## src/rtl/snn_pkg.sv

```systemverilog
// Shared types, widths and helpers for spiking-neuron blocks.
package snn_pkg;

    localparam int unsigned VW   = 12;    // membrane potential width
    localparam int unsigned IW   = 11;    // input current width
    localparam int unsigned VMAX = 4095;  // membrane saturation value
    localparam int unsigned NPRE = 5;     // pre-synaptic lines per neuron
    localparam int unsigned WW   = 8;     // synaptic weight width
    localparam int unsigned PCW  = 3;     // popcount width for NPRE lines
    localparam int unsigned CW   = 8;     // spike counter width
    localparam int unsigned RW   = 8;     // refractory counter width

    typedef enum logic {
        INTEGRATE = 1'b0,
        REFRACT   = 1'b1
    } neuron_state_e;

    // Number of active pre-synaptic lines.
    function automatic logic [PCW-1:0] popcount_pre(input logic [NPRE-1:0] lines);
        logic [PCW-1:0] cnt;
        cnt = '0;
        for (int i = 0; i < int'(NPRE); i++) begin
            cnt = cnt + PCW'(lines[i]);
        end
        return cnt;
    endfunction

endpackage

```

## src/rtl/snn_input_sum.sv

```systemverilog
// Combinational synaptic input current: popcount(pre_spike) * weight.
module snn_input_sum
    import snn_pkg::*;
(
    input  logic [NPRE-1:0] pre_spike_i,
    input  logic [WW-1:0]   weight_i,
    output logic [IW-1:0]   current_c
);

    logic [PCW-1:0] active_cnt;

    // Product of at most 5 * 255 = 1275 always fits in IW bits.
    always_comb begin
        active_cnt = popcount_pre(pre_spike_i);
        current_c  = IW'(active_cnt) * IW'(weight_i);
    end

endmodule

```

## src/rtl/lif_neuron.sv

```systemverilog
// Leaky integrate-and-fire neuron with shift leak, saturation and refractory period.
module lif_neuron
    import snn_pkg::*;
#(
    parameter int unsigned THRESHOLD      = 1000,
    parameter int unsigned LEAK_SHIFT     = 3,
    parameter int unsigned REFRACT_CYCLES = 4
) (
    input  logic            clk,
    input  logic            rst_n,
    input  logic [NPRE-1:0] pre_spike,
    input  logic [WW-1:0]   weight,
    output logic            post_spike,
    output logic [VW-1:0]   membrane,
    output logic            refractory,
    output logic [CW-1:0]   spike_count
);

    neuron_state_e state_q, state_d;
    logic [VW-1:0] membrane_q, membrane_d;
    logic          post_spike_q, post_spike_d;
    logic [CW-1:0] spike_count_q, spike_count_d;
    logic [RW-1:0] rcnt_q, rcnt_d;

    logic [IW-1:0] current;
    logic [VW-1:0] leak;
    logic [VW:0]   v_next;
    logic [VW-1:0] v_sat;

    snn_input_sum u_input_sum (
        .pre_spike_i (pre_spike),
        .weight_i    (weight),
        .current_c   (current)
    );

    // Leak, integrate and saturate; leak <= V so the 13-bit sum never underflows.
    always_comb begin
        leak   = membrane_q >> LEAK_SHIFT;
        v_next = {1'b0, membrane_q} - {1'b0, leak} + (VW+1)'(current);
        v_sat  = (v_next > (VW+1)'(VMAX)) ? VW'(VMAX) : v_next[VW-1:0];
    end

    // Next-state and register-input logic for the neuron FSM.
    always_comb begin
        state_d       = state_q;
        membrane_d    = membrane_q;
        post_spike_d  = 1'b0;
        spike_count_d = spike_count_q;
        rcnt_d        = rcnt_q;

        unique case (state_q)
            INTEGRATE: begin
                if (v_sat >= VW'(THRESHOLD)) begin
                    post_spike_d  = 1'b1;
                    membrane_d    = '0;
                    spike_count_d = spike_count_q + CW'(1);
                    if (REFRACT_CYCLES > 0) begin
                        state_d = REFRACT;
                        rcnt_d  = RW'(REFRACT_CYCLES);
                    end
                end else begin
                    membrane_d = v_sat;
                end
            end
            REFRACT: begin
                membrane_d = '0;
                rcnt_d     = rcnt_q - RW'(1);
                if (rcnt_q == RW'(1)) begin
                    state_d = INTEGRATE;
                end
            end
            default: begin
                state_d = INTEGRATE;
            end
        endcase
    end

    // State and datapath registers.
    always_ff @(posedge clk or negedge rst_n) begin
        if (!rst_n) begin
            state_q       <= INTEGRATE;
            membrane_q    <= '0;
            post_spike_q  <= 1'b0;
            spike_count_q <= '0;
            rcnt_q        <= '0;
        end else begin
            state_q       <= state_d;
            membrane_q    <= membrane_d;
            post_spike_q  <= post_spike_d;
            spike_count_q <= spike_count_d;
            rcnt_q        <= rcnt_d;
        end
    end

    assign post_spike  = post_spike_q;
    assign membrane    = membrane_q;
    assign refractory  = (state_q == REFRACT);
    assign spike_count = spike_count_q;

endmodule

```

## config.mk

```make
export PLATFORM = sky130hd
export DESIGN_NAME = lif_neuron
export DESIGN_NICKNAME = d
export VERILOG_FILES = /design/src/rtl/snn_pkg.sv /design/src/rtl/snn_input_sum.sv /design/src/rtl/lif_neuron.sv
export SDC_FILE = /design/constraint.sdc
export NUM_CORES = 1
export LEC_CHECK = 0
export ABC_CLOCK_PERIOD_IN_PS = 9200
export CAP_MARGIN = 20
export CORE_UTILIZATION = 50
export CTS_CLUSTER_DIAMETER = 40
export DETAILED_ROUTE_END_ITERATION = 12
export PLACE_DENSITY = 0.8
export SLEW_MARGIN = 20
export SYNTH_ARGS = -nofsm -noshare
export SYNTH_HDL_FRONTEND = slang
export SYNTH_SLANG_ARGS = --single-unit
```

## constraint.sdc

```tcl
create_clock -name clk -period 9.2 [get_ports clk]
set_clock_uncertainty 0.05 [all_clocks]
set_input_delay 0.92 -clock clk [delete_from_list [all_inputs] [get_ports clk]]
set_output_delay 0.92 -clock clk [all_outputs]
set_load 0.03 [all_outputs]
```

==> impl_metrics.tcl, run 1 <==
set metrics [dict create \
    status "completed" \
    cts_hold_buf 0 \
    setup_tns_ns 0 \
    final_hold_viol_count 0 \
    reg2reg_depth 14 \
    clkTransAtPathRegs_ns 0.07 \
    row_count 27 \
    grt_max_degree 31 \
    fin_cells 430 \
    vias 2322 \
    grt_pass1_vias 2363 \
    antenna_found_initial 0 \
    tightest_slew_ns 0.694 \
    cp-start-kind "primary input" \
    synth-edff-count 0 \
    yosys_warnings 0 \
    yosysTopAreaCell "dfrtp_1" \
    layout_min_cycle_time_ns 7.04 \
    synth.avg_cell_area_sq_um 9.32 \
    ys_async_sr_fraction_pct 100 \
    initial_utilization_pct 52.8 \
    area_delta_synth_final_pct 17.2 \
    synth_area_leaders "dfrtp_1 25%, fa_1 18%, ha_1 10%, inv_1 9.2%, and2_1 4.2%" \
    dieWidth_microns 79.0 \
    cts_root_buf "clkbuf_8" \
    yosysSeqAreaShare_pct 25.3 \
    p_leak_uw 0.00166 \
    worstSkewPairLatency_ns 0.29 \
    cts_buffers 5 \
    n_antenna_cell 0 \
    maxSlewHeadroom_pct 53.3 \
    yosysTopAreaCellShare_pct 25.3 \
    synth_ff_type "dfrtp_1" \
    fp.dieH_microns 79.0 \
    worstSetupPathType "primary input to register" \
    max-vdd-ir-drop_uv 143 \
    synth_common_cells "73 x inv_1, 30 x dfrtp_1, 26 x fa_1" \
    grt_pass1_wl_mm 10.6 \
    gp_congestion 0.905 \
    drt_iter0_markers 74 \
    rsz0062_at_grt "no" \
    coreArea_sq_um 5610 \
    htreeDepth 2 \
    ys_ff_latch 30 \
    critPathCaptureType "register" \
    slew_violations 0 \
    hold_path_class "register to register" \
    critPathRequiredTime_ns 9.33 \
    setup_viol 0 \
    cts_tree "built" \
    cts.sinks 30 \
    viasPerCell 5.40 \
    die_area_sq_um 6240 \
    wl_per_cell_microns 14.0 \
    antenna_left 0 \
    max_freq_mhz 142 \
    first_pass_iters 4 \
    post-route-period-util_pct 76.6 \
    hold_path_depth 1 \
    netlist_area_sq_um 2960 \
    dpl.cell_count 422 \
    post_cts_buffers 0 \
    synth_most_common_cell "inv_1" \
    crit_fanout 12 \
    grtUsageTotal_pct 21.7 \
    ctsResizeCount 0 \
    postSynthCellCount 318 \
    arrival_ns 7.17 \
    portBuffers 36 \
    drive_gt1_share_pct 8.10 \
    power_density_nw_per_um2 276 \
    io_pins 37 \
    max-cap-violations 0 \
    hpwl_mm 4.72 \
    synth.distinct_cells 62 \
    power_uw 958 \
    num-nets-final 422 \
    drt_wl_total_mm 6.02 \
    clockBufferDepth 2 \
    grt_overflow 0 \
    drc 0 \
]
==> cell type report <==
class                   count  area, sq um
clock buffers               6         82.6
clock inverters             2         12.5
fillers                   505         2130
inverters                  73          274
multi-input cells         210         1900
flip-flops and latches     30          751
well taps                  72         90.1
repair buffers             37          368
==> report_power, final <==
| part | total, uW | internal [uW] | switching (uW) |
|---|---|---|---|
| combinational | 685 | 269 | 416 |
| clock | 117 | 60.1 | 57.0 |
| sequential | 156 | 143 | 13.0 |
| total | 958 | 472 | 486 |
==> worst max-delay path, cell delays in order <==
cell and delay [ns]:
clkdlybuf4s50_1 0.41, ha_1 0.28, inv_1 0.04, fa_1 0.48
inv_1 0.04, ha_1 0.18, fa_1 0.64, nand2_1 0.11
fa_1 0.49, inv_1 0.06, fa_1 0.54, inv_1 0.06
fa_1 0.50, inv_1 0.08, fa_1 0.50, a211oi_2 0.30
nor3_1 0.11, mux2_4 0.32, a211oi_2 0.25, a31oi_4 0.15
a21oi_4 0.34, mux2_2 0.37
==> cell families after synthesis <==
kind of cell,after synthesis,synth area share [%]
simple gates,83,16.3
buf+inv,79,10.8
compound gates,59,14.7
fa+ha+maj,50,27.7
flops,30,25.3
xor+xnor,13,3.84
mux,3,1.22
other cells,1,0.127
==> sequential cells by signal (all words and copies together) (netlist names) <==
register	cells
post_spike	1
refractory	1
spike_count	8
rcnt_q	8
membrane	12
==> layout by cell type, fill, tap and decap left out, types with 7 or more instances in the layout <==
cell             instances
nand2_1                 15
nor2_1                  10
clkdlybuf4s50_1         36
xnor2_1                 12
dfrtp_1                 30
and2_1                  20
a21oi_1                 21
inv_1                   73
ha_1                    24
fa_1                    26
o21ai_0                  7
==> path summary, 6_finish.rpt <==
check,start,endpoint,slack (ns)
min in group asynchronous,rst_n,membrane[8],0.96
hold / removal,spike_count[7],spike_count[7],0.42
hold reg to reg,spike_count[7],spike_count[7],0.42
max in group asynchronous,rst_n,rcnt_q[1],7.86
setup reg to reg,membrane[5],spike_count[1],4.48
setup / recovery,pre_spike[1],spike_count[1],2.16
==> metrics by stage <==
stage / cell area [sq um] / utilization (%) / hold WS, ns / setup WS, ns
floorplan: 2970 / - / 0.434 / 2.76
global placement: 3380 / 60.2 / 0.416 / 1.92
detailed placement: 3380 / 60.2 / 0.412 / 1.87
CTS: 3470 / 61.9 / 0.425 / 2.14
global route: 3470 / 61.9 / 0.450 / 1.90
finish: 3470 / 61.9 / 0.416 / 2.16
==> layer usage <==
| layer | track usage (%) | share of wire (%) | vias to the layer above |
|---|---|---|---|
| li1 | - | - | 1117 |
| met1 | 27.0 | 43 | 1124 |
| met2 | 37.5 | 50 | 69 |
| met3 | 3.33 | 5.0 | 12 |
| met4 | 8.55 | 2.1 | 0 |
| met5 | 0 | 0 | - |
Power figures use the tool's default switching activity.
==> inputs of run 2 (changes only) <==
Settings changed: ABC_CLOCK_PERIOD_IN_PS 9200 to 5900, PLACE_DENSITY 0.8 to 0.83.
Clock period 9.2 ns to 5.9 ns, I/O delays scaled along.
==> impl_metrics.tcl, run 2 (synthesis results as in run 1) <==
set metrics [dict create \
    power_density_nw_per_um2 556 \
    gp_congestion 0.917 \
    num-nets-final 473 \
    largest_reg_flops 12 \
    hpwl_mm 5.36 \
    layout_min_cycle_time_ns 6.11 \
    cts_root_buf "clkbuf_8" \
    critPathCaptureType "register" \
    route.met2.wl_mm 4.04 \
    dieWidth_microns 79.0 \
    drt_wl_total_mm 7.80 \
    arrival_ns 6.28 \
    antenna_found_initial 0 \
    grt_overflow 0 \
    row_count 27 \
    cts_tree "built" \
    setup_viol 26 \
    cts_buffers 5 \
    portBuffers 36 \
    postLayoutCellArea_sq_um 4160 \
    p_leak_uw 0.00194 \
    n_antenna_cell 0 \
    drt_iter0_markers 136 \
    post-route-period-util_pct 104 \
    placed_area_sq_um 3760 \
    maxSlewHeadroom_pct 55.4 \
    grt_max_degree 31 \
    io_pins 37 \
    die_area_sq_um 6240 \
    violations "setup timing" \
    worstSkewPairLatency_ns 0.30 \
    tightest_slew_ns 0.663 \
    critPathRequiredTime_ns 6.06 \
    layout_commonest_cell "inv_1" \
    grtUsageTotal_pct 24.5 \
    finish.utilization_pct 74.1 \
    fp.dieH_microns 79.0 \
    hold_path_class "register to register" \
    cp-start-kind "primary input" \
    rsz0062_at_grt "yes" \
    coreArea_sq_um 5610 \
    wl_met1_mm 3.32 \
    setup_tns_ns -3.48 \
    top_layer "met4" \
    cts.sinks 30 \
    max-vdd-ir-drop_uv 357 \
    pre_cts_slack_ns -1.04 \
    grt_pass1_wl_mm 11.8 \
    vias 2596 \
    viasPerCell 5.40 \
    wl_met3_microns 323 \
    slew_violations 0 \
    wl_per_cell_microns 16.2 \
    clkTransAtPathRegs_ns 0.07 \
    hold_ws_ns 0.428 \
    initial_utilization_pct 52.8 \
    status "finished with violations" \
    antenna_left 0 \
    worstSetupPathType "primary input to register" \
    area_delta_synth_final_pct 40.3 \
    first_pass_iters 4 \
    max-cap-violations 0 \
    final_hold_viol_count 0 \
    drc 0 \
    htreeDepth 2 \
    drive_gt1_share_pct 29.8 \
    grt_pass1_vias 2610 \
    crit_fanout 8 \
    fin_ws_ns -0.212 \
    max_freq_mhz 164 \
    final_cell_mix "66 x inv_1, 45 x buf_4, 32 x clkdlybuf4s50_1, 30 x dfrtp_1, 24 x fa_1" \
    clockBufferDepth 2 \
]
-- run 2: cell count changes in the layout (fill, tap and decap cells not counted), sizes merged --
cell / before / now
buf: 1 / 53
clkbuf: 6 / 8
clkdlybuf4s50: 36 / 32
clkinvlp: 1 / 0
dlygate4sd2: 0 / 2
-- run 2: final cells by class --
cell class                      count  area (sq um)
Tap cell                           72          90.1
Timing Repair Buffer               88           779
Multi-Input combinational cell    210          2170
Inverter                           73           274
Clock buffer                        7          86.3
Fill cell                         391          1450
Sequential cell                    30           751
Clock inverter                      1          5.00
-- run 2: routing by layer --
layer  track usage, %  up-vias
li1                 -     1219
met5                0        -
met2             44.1       76
met3             3.45       10
met4             8.18        0
met1             29.9     1291
-- run 2: through the flow --
step	cells	power [uW]
after floorplan	319	1140
after global placement	468	1690
after detailed placement	468	1720
after CTS	478	2090
after global routing	481	2460
final	481	2310
-- run 2: where the power goes --
| part | total [uW] | internal (uW) | leakage, uW | switching, uW |
|---|---|---|---|---|
| sequential | 243 | 223 | 0.000388 | 19.9 |
| clock | 179 | 94.1 | 0.0000482 | 85.1 |
| combinational | 1890 | 942 | 0.00150 | 946 |
| total | 2310 | 1260 | 0.00194 | 1050 |
-- run 2: final timing paths --
check                               start             end  slack [ns]  cells after the start
min                        spike_count[7]  spike_count[7]        0.43                      1
max                          pre_spike[1]       rcnt_q[4]       -0.21                     25
max in group asynchronous           rst_n  spike_count[7]        4.85                      2
max reg2reg                   membrane[5]       rcnt_q[4]        1.42                     19
min reg2reg                spike_count[7]  spike_count[7]        0.43                      1
min in group asynchronous           rst_n       rcnt_q[4]        0.64                      2
-- run 2: critical path: stages --
cell and delay (ns):
buf_6 0.09, ha_4 0.25, inv_2 0.03, fa_1 0.48, inv_2 0.05, ha_4 0.15, fa_2 0.68, and2_4 0.19
fa_1 0.46, fa_1 0.54, inv_2 0.04, fa_1 0.49, inv_2 0.05, ha_4 0.27, buf_6 0.11, nor2_4 0.04
buf_6 0.11, or4_4 0.50, o211ai_1 0.20, a211oi_4 0.09, a31oi_4 0.26, buf_12 0.14, nand3_4 0.14, buf_6 0.17
a31oi_1 0.15
-- run 2: timing repair --
| item | in CTS | in global routing |
|---|---|---|
| setup endpoints to repair | 28 | 28 |
| gates cloned | 0 | 0 |
| gates resized for setup | 32 | 36 |
| hold buffers | 0 | 0 |
| setup buffers | 3 | 4 |
| pin swaps | 22 | 32 |
==> variant (flow settings as in run 2) <==
`membrane_q` no longer has a reset.
--- a/src/rtl/lif_neuron.sv
+++ b/src/rtl/lif_neuron.sv
@@ -81,3 +81,2 @@
             state_q       <= INTEGRATE;
-            membrane_q    <= '0;
             post_spike_q  <= 1'b0;
@@ -87,3 +86,2 @@
             state_q       <= state_d;
-            membrane_q    <= membrane_d;
             post_spike_q  <= post_spike_d;
@@ -92,2 +90,6 @@
         end
+    end
+
+    always_ff @(posedge clk) begin
+        membrane_q <= membrane_d;
     end
Formal check against the unedited RTL: not equivalent (a bounded check fails within 4 cycles, from zero or initial values and one cycle with rst_n low).
==> variant against run 2 <==
  * The run still ends with negative setup slack left
  * Synthesized area shrank 4.8%
  * Worst setup slack gained 56 ps
  * Wire length grew 7.2%
  * Non-clock buffer count shrank 4
  * Power shrank 4.6%
  * Sequential cell count is the same
  * Fmax grew 0.92%
  * Cell area shrank 0.75%
  * Critical path type unchanged
  * Highest routed layer unchanged
==> variant: results (changes against run 2) <==
largest net degree at the start of global routing=19 (-39%); DP HPWL=4.95 mm (-7.7%); first-pass GRT wire length=11.9 mm (+0.36%); Crit Reg-Reg Startpoint=membrane[8]; CP Data Arrival Time=6210 ps (-70 ps); library cells used by synthesis=52 (-16%); failing checks=negative setup slack; Final setup viols=27 (+3.8%); Leak=1.88 nW (-3.2%); status=finished, violations left; via/cell ratio=5.64 (+4.5%); mux cell area share after synthesis=1.82% (+0.59 points); Total GRT Usage=25.4% (+0.92 points); GPL Wtd Cong=0.836 (-8.8%); Post-synth ARST share=60.0% (-40 points); drt first-iter violations=178 (+31%); Cell Area, Placed=3560 um2 (-5.3%); Synth Instances=308 (-3.1%); final WL=8.36 mm (+7.2%); pre-CTS setup slack=-842 ps (+198 ps); Synth Area in Compound Gates=11.8% (-2.9 points); final setup slack of the worst path=-157 ps (+55.7 ps); Seq/Total Area, Yosys=24.5% (-0.85 points); worst hold slack=423 ps (-4.58 ps); Worst VDD drop=0.281 mV (-21%); Worst R2R Path Depth=16 (-3)
==> variant: cell types whose count changed in the layout (fill, tap and decap cells not counted), moves of 4 or more <==
cell and change:
inv_1 -14, a21oi_1 -12, dfrtp_1 -12, dfxtp_1 +12
nand2_1 +8, xnor2_1 -8, xor2_1 +8, buf_4 -5
nor2_1 +5, o21ai_0 -5, a31oi_1 +4
==> variant: worst max-delay path, cell delays in order <==
cell      delay [ps]
buf_6            100
ha_4             250
inv_2             30
fa_1             470
inv_1             50
ha_2             170
fa_2             620
buf_6            140
nand2_4           40
fa_1             500
inv_1             50
fa_1             480
inv_1             50
fa_1             500
inv_2             50
ha_4             150
or4_4            550
o21ai_4          280
xnor2_2          130
a31oi_1          190
a21boi_4         290
buf_6            150
nand2_4           70
buf_8            170
a31oi_4          140
==> variant: area by class of cell <==
class | instances | area [um2]
clock buffer | 7 | 86.3
clock inverter | 1 | 5.00
fill | 314 | 1140
inverter | 60 | 225
multi-input combinational | 213 | 2260
sequential | 30 | 691
tap | 70 | 87.6
timing repair buffer | 84 | 772
==> variant: worst max-delay path by stage <==
| stage | start | end | slack, ps | cells after the start |
|---|---|---|---|---|
| 2_1_floorplan | pre_spike[0] | spike_count[7] | 9 | 22 |
| 3_3_place_gp | pre_spike[0] | spike_count[6] | -680 | 24 |
| 3_5_place_dp | pre_spike[0] | spike_count[4] | -840 | 24 |
| 4_1_cts | pre_spike[0] | rcnt_q[4] | 40 | 25 |
| 5_1_grt | pre_spike[0] | rcnt_q[6] | -300 | 24 |
| 6_report | pre_spike[0] | rcnt_q[4] | -160 | 25 |
==> variant: routing by layer <==
metal,wire (um),GRT usage (%)
met4,342,5.85
met3,405,3.45
met1,3310,30.6
met2,4300,47.6
met5,0,0
